[src/rtl/binary_mul_seq_booth_if.sv]
// binary_mul_seq_booth_if: handshake and data bundle for the sequential Booth multiplier.
//   in_valid/in_ready     operand handshake (a, b, signed_mode qualified by in_valid)
//   out_valid/out_ready   product handshake (p qualified by out_valid)
//   busy                  multiplier is in RUN or DONE
//   master: producer/consumer side; slave: multiplier side.
interface binary_mul_seq_booth_if #(
    parameter int WIDTH = 9
);
    logic               in_valid;
    logic               in_ready;
    logic [WIDTH-1:0]   a;
    logic [WIDTH-1:0]   b;
    logic               signed_mode;
    logic               out_valid;
    logic               out_ready;
    logic [2*WIDTH-1:0] p;
    logic               busy;

    modport master (
        output in_valid, a, b, signed_mode, out_ready,
        input  in_ready, out_valid, p, busy
    );

    modport slave (
        input  in_valid, a, b, signed_mode, out_ready,
        output in_ready, out_valid, p, busy
    );
endinterface

[src/rtl/binary_mul_seq_booth.sv]
// binary_mul_seq_booth: iterative radix-2 Booth multiplier, WIDTH+1 steps per product.
//   clk  rising-edge clock
//   rst  synchronous active-high reset
//   bus  slave side of binary_mul_seq_booth_if: operands a/b/signed_mode in via
//        in_valid/in_ready, 2*WIDTH-bit product p out via out_valid/out_ready, busy status.
module binary_mul_seq_booth #(
    parameter int WIDTH = 9
) (
    input logic                  clk,
    input logic                  rst,
    binary_mul_seq_booth_if.slave bus
);
    localparam int EW = WIDTH + 1;
    localparam int CW = $clog2(WIDTH + 2);

    typedef enum logic [1:0] {IDLE, RUN, DONE} state_t;

    state_t          state;
    state_t          state_next;
    logic [EW-1:0]   mcand;
    logic [EW-1:0]   acc;
    logic [EW-1:0]   mplier;
    logic            q_m1;
    logic [CW-1:0]   count;
    logic [EW-1:0]   sum;
    logic [2*EW-1:0] shifted;
    logic            last;
    logic            accept;

    // Booth pair {q0, q(-1)}: 10 subtracts, 01 adds, 00/11 pass through.
    // Operands are one bit wider than WIDTH, so the accumulator never overflows.
    assign sum = (mplier[0] & ~q_m1) ? acc - mcand :
                 (~mplier[0] & q_m1) ? acc + mcand : acc;
    // Arithmetic right shift of the combined {acc, mplier} pair.
    assign shifted = {sum[EW-1], sum, mplier[EW-1:1]};
    assign last    = count == CW'(WIDTH);
    assign accept  = state == IDLE && bus.in_valid;

    always_ff @(posedge clk) begin
        if (rst) state <= IDLE;
        else     state <= state_next;
    end

    always_comb begin
        state_next = state == IDLE ? (bus.in_valid  ? RUN  : IDLE) :
                     state == RUN  ? (last          ? DONE : RUN)  :
                     state == DONE ? (bus.out_ready ? IDLE : DONE) : IDLE;
    end

    always_comb begin
        bus.in_ready  = !rst && state == IDLE;
        bus.busy      = !rst && state != IDLE;
        bus.out_valid = state == DONE;
    end

    always_ff @(posedge clk) begin
        if (rst) begin
            mcand  <= '0;
            acc    <= '0;
            mplier <= '0;
            q_m1   <= 1'b0;
            count  <= '0;
            bus.p  <= '0;
        end else if (accept) begin
            mcand  <= {bus.signed_mode & bus.a[WIDTH-1], bus.a};
            mplier <= {bus.signed_mode & bus.b[WIDTH-1], bus.b};
            acc    <= '0;
            q_m1   <= 1'b0;
            count  <= '0;
        end else if (state == RUN) begin
            acc    <= shifted[2*EW-1:EW];
            mplier <= shifted[EW-1:0];
            q_m1   <= mplier[0];
            count  <= count + 1'b1;
            if (last) bus.p <= shifted[2*WIDTH-1:0];
        end
    end
endmodule

[src/flat_wrapper.sv]
// flat-port wrapper written by rule: the top's interface ports become plain ports
module binary_mul_seq_booth_flat 
#(
    parameter int WIDTH = 9
)
  (clk, rst, bus_in_valid, bus_a, bus_b, bus_signed_mode, bus_out_ready, bus_in_ready, bus_out_valid, bus_p, bus_busy);
  binary_mul_seq_booth_if #(.WIDTH(WIDTH)) bus_i ();
  input logic clk;
  input logic rst;
  input wire logic [$bits(bus_i.in_valid)-1:0] bus_in_valid;
  input wire logic [$bits(bus_i.a)-1:0] bus_a;
  input wire logic [$bits(bus_i.b)-1:0] bus_b;
  input wire logic [$bits(bus_i.signed_mode)-1:0] bus_signed_mode;
  input wire logic [$bits(bus_i.out_ready)-1:0] bus_out_ready;
  output wire logic [$bits(bus_i.in_ready)-1:0] bus_in_ready;
  output wire logic [$bits(bus_i.out_valid)-1:0] bus_out_valid;
  output wire logic [$bits(bus_i.p)-1:0] bus_p;
  output wire logic [$bits(bus_i.busy)-1:0] bus_busy;
  assign bus_i.in_valid = bus_in_valid;
  assign bus_i.a = bus_a;
  assign bus_i.b = bus_b;
  assign bus_i.signed_mode = bus_signed_mode;
  assign bus_i.out_ready = bus_out_ready;
  assign bus_in_ready = bus_i.in_ready;
  assign bus_out_valid = bus_i.out_valid;
  assign bus_p = bus_i.p;
  assign bus_busy = bus_i.busy;
  binary_mul_seq_booth #(.WIDTH(WIDTH)) u_core (.clk(clk), .rst(rst), .bus(bus_i));
endmodule
[config.mk]
export PLATFORM = sky130hd
export DESIGN_NAME = binary_mul_seq_booth_flat
export DESIGN_NICKNAME = d
export VERILOG_FILES = /design/src/rtl/binary_mul_seq_booth_if.sv /design/src/rtl/binary_mul_seq_booth.sv /design/src/flat_wrapper.sv
export SDC_FILE = /design/constraint.sdc
export NUM_CORES = 1
export LEC_CHECK = 0
export BUFFER_PORTS_ARGS = -buffer_cell sky130_fd_sc_hd__buf_2
export CAP_MARGIN = 20
export CORE_MARGIN = 3
export CORE_UTILIZATION = 35
export CTS_BUF_LIST = sky130_fd_sc_hd__clkbuf_16
export CTS_CLUSTER_DIAMETER = 30
export DETAILED_ROUTE_END_ITERATION = 8
export GPL_ROUTABILITY_DRIVEN = 0
export SYNTH_ARGS = -nofsm -noshare
export SYNTH_HDL_FRONTEND = slang
export SYNTH_SLANG_ARGS = --single-unit
[constraint.sdc]
create_clock -name clk -period 2.5 [get_ports clk]
set_input_delay 0.375 -clock clk [delete_from_list [all_inputs] [get_ports clk]]
set_output_delay 0.375 -clock clk [all_outputs]
set_load 0.01 [all_outputs]
# Yosys cells after proc, flatten, opt, wreduce, memory -nomap -nowiden
# Index checks and enable logic that the tools add are counted.
[totals]
regBits = 54
inputBits = 23
output_inout_bits = 21
elab_cells = 39
[op_classes]
addsub = 3
n_eq_ne = 3
mux = 10
n_bitwise = 7
n_reduce_logical = 9
[ops]
columns = ["op", "n"]
rows = [
  ["two-way mux 10 bit", 4],
  ["adder 10 bit", 1],
  ["two-way mux 2 bit", 5],
  ["subtractor 10 bit", 1],
  ["adder 4 x 1 -> 4 bit, second input constant", 1],
  ["bitwise AND 1 bit", 4],
  ["== test 4 bit, second input constant", 1],
  ["nonzero test 2 bit", 2],
  ["logical AND 1 bit", 3],
  ["NOT 1 bit", 3],
  ["AND reduction 3 bit", 1],
  ["== test 2 x 1 -> 1 bit, second input constant", 1],
  ["== test 2 bit, second input constant", 1],
  ["logical NOT 2 bit", 1],
  ["OR reduction 2 bit", 1],
  ["logical NOT 1 bit", 1],
  ["two-way mux 1 bit", 1],
]

# Longest topological paths before layout
[depth]
depth_word = 6
mapped_depth = 10
ltp_nobuf = 10

# Worst setup path before layout
# OpenSTA, ideal clock, no wires.
[synth_timing]
path_kind = "reg2reg"
start = "register u_core.acc[0]"
end = "register u_core.bus.p[17]"
setup_time_ps = 134
arrival_time_ps = 1945
t_required_ps = 2366
slack_ps = 421
stages_incl_launch_ff = 11
path_buffers = 0
period_less_slack_ps = 2079
path_cell_list = "dfxtp_1 -> inv_1 -> ha_1 -> inv_1 -> fa_1 -> a211oi_2 -> o21ai_0 -> a31oi_1 -> o32ai_2 -> a211oi_1 -> a211oi_1"
[synth_via]
elab_chain_cells = 3
elab_cells_between_ends = 4
classes_between = "add/sub (2); mux (2)"
[synth_rtl]
columns = ["element", "line", "rtl"]
rows = [
  ["start: declaration", "binary_mul_seq_booth.sv:21", "logic [EW-1:0] acc;"],
  ["start signal: assignment", "binary_mul_seq_booth.sv:71", "acc <= shifted[2*EW-1:EW];"],
  ["adder 10 bit", "binary_mul_seq_booth.sv:33", "(~mplier[0] & q_m1) ? acc + mcand : acc;"],
  ["two-way mux 10 bit", "binary_mul_seq_booth.sv:33", ""],
  ["two-way mux 10 bit (*)", "binary_mul_seq_booth.sv:32", "assign sum = (mplier[0] & ~q_m1) ? acc - mcand :"],
  ["end signal: assignment", "binary_mul_seq_booth.sv:75", "if (last) bus.p <= shifted[2*WIDTH-1:0];"],
  ["end: declaration", "binary_mul_seq_booth_if.sv:26", "output in_ready, out_valid, p, busy"],
]
# Every way passes the cells marked *; elsewhere a longest branch is shown, timed or not.
# A chain may end at the register's enable or synchronous reset.

# Worst setup path in the final report
[layout_timing]
start = "register u_core.acc[0]"
end = "register u_core.acc[3]"
[layout_via]
elab_chain_cells = 3
elab_cells_between_ends = 4
classes_between = "add/sub (2); mux (2)"
[layout_rtl]
columns = ["element", "line"]
rows = [
  ["adder 10 bit", "binary_mul_seq_booth.sv:33"],
  ["two-way mux 10 bit", "binary_mul_seq_booth.sv:33"],
  ["two-way mux 10 bit (*)", "binary_mul_seq_booth.sv:32"],
]
# Marks and branches as above.

==> flow_metrics.py <==
metrics = {
    "power": {
        "power.share.sequential": 0.450,
        "power_report.internal_total_mw": 1.43,
        "combPwrFrac": 0.186,
        "power_leakage_nw": 1.44,
        "power-per-cell-area_nw_per_um2": 564,
        "power.total_mw": 2.04,
        "clock_power_share": 0.365,
        "power_switching_mw": 0.615,
        "worst_ir_drop_vdd_mv": 0.411,
        "switching_share": 0.301,
    },
    "worst_setup_path": {
        "setup.worst_path.start_class": "flop",
        "critPathMaxFanout": 4,
        "data_arrival_at_the_endpoint_of_the_critical_path_ns": 2.45,
        "sort_of_element_at_the_end_of_the_critical_path": "flop",
        "timing.setup.critical_path_class": "reg2reg",
        "critical_path_required_ns": 2.67,
    },
    "sta": {
        "clock-skew-final_ns": 0.00375,
        "worst_hold_slack_ns": 0.311,
        "rsz0062_at_grt": "false",
        "finalSetupViolCount": 0,
        "layout_worst_path_cycle_share": 0.910,
        "slew_headroom": 0.538,
        "maximum_clock_frequency_mhz": 440,
        "final_period_minus_worst_setup_slack_ns": 2.27,
        "worstMarginPinSlew_ns": 0.691,
        "final_hold_vios": 0,
        "fin_tns_setup_ns": 0,
        "report.final.slew_viol_count": 0,
    },
    "placement": {
        "detailedPlacementHpwl_um": 6110,
        "io_buffer_count": 43,
        "detailed_place.area_um2": 3450,
        "place.detailed.instances": 530,
    },
    "final_layout": {
        "final_area_um2": 3620,
        "antenna-diode-count": 0,
        "fraction_of_layout_instances_using_a_drive_strength_above_1": 0.171,
        "stdcell_count": 539,
        "synthToLayoutAreaGrowth_pct": 15.3,
        "layout.nets": 480,
    },
    "drt": {
        "route.detailed.drc": 0,
        "drtAntennaViolNets": 0,
        "iteration_count_of_the_initial_detailed_routing_pass": 4,
        "detailedRoute.firstIterationViolations": 162,
        "drt-wirelength-per-cell_um": 15.3,
        "dr_total_vias": 2917,
        "route.final.wire_length_um": 8250,
        "post_drt_via_cell_ratio": 5.41,
    },
    "global_routing": {
        "overflow": 0,
        "antenna_violations_before_repair": 0,
        "grt_start_max_net_pins": 28,
        "global_route_wire_length_before_repair_um": 13800,
        "first_global_vias": 2808,
        "global_route.usage.total": 0.167,
    },
    "yosys": {
        "synth_cells": 399,
        "dominantRegCellSynth": "sky130_fd_sc_hd__dfxtp_1",
        "synth.distinct_cells": 58,
        "synth_nets": 446,
        "syn_area_um2": 3140,
        "syn_avg_cell_area_um2": 7.87,
        "number_of_flops_mapped_to_enable_cells_by_yosys": 0,
        "synth-seq-area-share": 0.344,
        "synth_top_area_share": 0.344,
        "post_synth_main_area_contributors": "sky130_fd_sc_hd__dfxtp_1 (34%), sky130_fd_sc_hd__ha_1 (8.8%), sky130_fd_sc_hd__nand2_1 (8.5%)",
        "synthArstFlopShare": 0,
        "postSynthRegisterBits": 54,
        "synth.cells.most_frequent": "sky130_fd_sc_hd__nand2_1 (71), sky130_fd_sc_hd__dfxtp_1 (54), sky130_fd_sc_hd__a21oi_1 (51), sky130_fd_sc_hd__nor2_1 (23), sky130_fd_sc_hd__ha_1 (22)",
        "ys.warnings.count": 0,
        "yosysMostFrequentCell": "sky130_fd_sc_hd__nand2_1",
        "yosys.area.top_type": "sky130_fd_sc_hd__dfxtp_1",
    },
    "floorplanning": {
        "core_region_area_um2": 8460,
        "chipHeight_um": 101,
        "io-pin-count": 44,
        "num_rows": 33,
        "die_area_um2": 10100,
        "die_x_um": 101,
        "floorplan.initialDensity": 0.371,
    },
    "hold_path": {
        "holdCritPathClass": "in2reg",
    },
    "clocking": {
        "insertion_delay_ns": 0.29,
        "clock_tree.root_cell": "sky130_fd_sc_hd__clkbuf_16",
        "clock_tree.buffer_depth": 2,
        "cts.htree.levels": 2,
        "cts_made_buffers": 5,
        "postCtsHoldBufs": 0,
        "cts_tree": "done",
        "clock_sink_count": 54,
        "clk_transition_reported_paths_ns": 0.08,
    },
    "status": {
        "run_status": "finished clean",
    },
    "run": {
        "cap_viol_max_count": 0,
    },
}
==> sequential cells by signal, indices dropped and copies added (netlist names) <==
signal	count
u_core.q_m1	1
u_core.acc	9
u_core.bus.p	18
u_core.mcand	10
u_core.count	4
u_core.state	2
u_core.mplier	10
==> power groups by stage <==
stage,logic (mW),clock network (mW),registers (mW)
6_report,0.379,0.745,0.919
5_1_grt,0.423,0.802,0.924
4_1_cts,0.367,0.764,0.919
3_5_place_dp,0.365,0,0.939
3_3_place_gp,0.359,0,0.939
2_1_floorplan,0.273,0,0.932
==> kinds of logic after synthesis <==
logic type / synth area share
flip-flops: 0.344
multiplexers: 0.00677
buffers and inverters: 0.0570
AND/OR/NAND/NOR: 0.198
AO/OA/AOI/OAI: 0.276
adder cells (fa/ha/maj): 0.100
XOR/XNOR: 0.0167
==> per-stage QoR <==
stage / setup WS [ns] / util
final: 0.225 / 0.428
after global routing: 0.0224 / 0.428
after CTS: 0.182 / 0.426
after detailed placement: 0.231 / 0.408
after global placement: 0.273 / 0.408
after floorplan: 0.421 / -
==> path summary, 6_finish.rpt <==
| path | from | to | slack, ns | cells after the start |
|---|---|---|---|---|
| min reg2reg | u_core.bus.p[7]$_SDFFE_PP0P_ | u_core.bus.p[7]$_SDFFE_PP0P_ | 0.45 | 2 |
| min | bus_a[3] | u_core.mcand[3]$_SDFFE_PP0P_ | 0.31 | 3 |
| max | u_core.acc[0]$_SDFFE_PP0P_ | u_core.acc[3]$_SDFFE_PP0P_ | 0.23 | 11 |
| max reg2reg | u_core.acc[0]$_SDFFE_PP0P_ | u_core.acc[3]$_SDFFE_PP0P_ | 0.23 | 11 |
==> worst max-delay path, cell delays in order (launching register included) <==
cell and delay, ns:
sky130_fd_sc_hd__dfxtp_1 0.38, sky130_fd_sc_hd__inv_1 0.06, sky130_fd_sc_hd__ha_1 0.21, sky130_fd_sc_hd__inv_1 0.07, sky130_fd_sc_hd__fa_2 0.24, sky130_fd_sc_hd__a211oi_4 0.08
sky130_fd_sc_hd__buf_4 0.15, sky130_fd_sc_hd__or3b_2 0.46, sky130_fd_sc_hd__o311a_1 0.13, sky130_fd_sc_hd__a31o_2 0.23, sky130_fd_sc_hd__nand3_1 0.08, sky130_fd_sc_hd__a21oi_1 0.06
==> cells in the final DEF, fill, tap and decap left out, drive strengths merged, types with 9 or more instances in the layout <==
master | Yosys | final
a211oi | 9 | 9
nand2b | 10 | 10
o21ai | 21 | 21
inv | 20 | 22
nor2 | 23 | 23
buf | 5 | 53
a21oi | 51 | 51
nor2b | 10 | 10
ha | 22 | 22
dfxtp | 54 | 54
nand2 | 71 | 71
a22oi | 9 | 9
==> cell type report <==
type	count	area [um2]
multi-input cells	299	1890
repair buffers	53	290
clock inverters	3	28.8
well taps	105	131
fillers	834	4840
flip-flops and latches	54	1080
clock buffers	5	125
inverters	20	75.1
==> timing repair <==
action	CTS	global route
buffers inserted	0	1
endpoints found under the setup margin	0	2
gates resized for setup	0	2
==> layer usage <==
metal / global-route usage / up-vias / wire length, um
li1: - / 1467 / -
met1: 0.225 / 1361 / 3850
met2: 0.275 / 79 / 3880
met3: 0.0284 / 10 / 395
met4: 0.0435 / 0 / 122
met5: 0 / - / 0
Note: power is estimated with default switching activity, not from simulation.
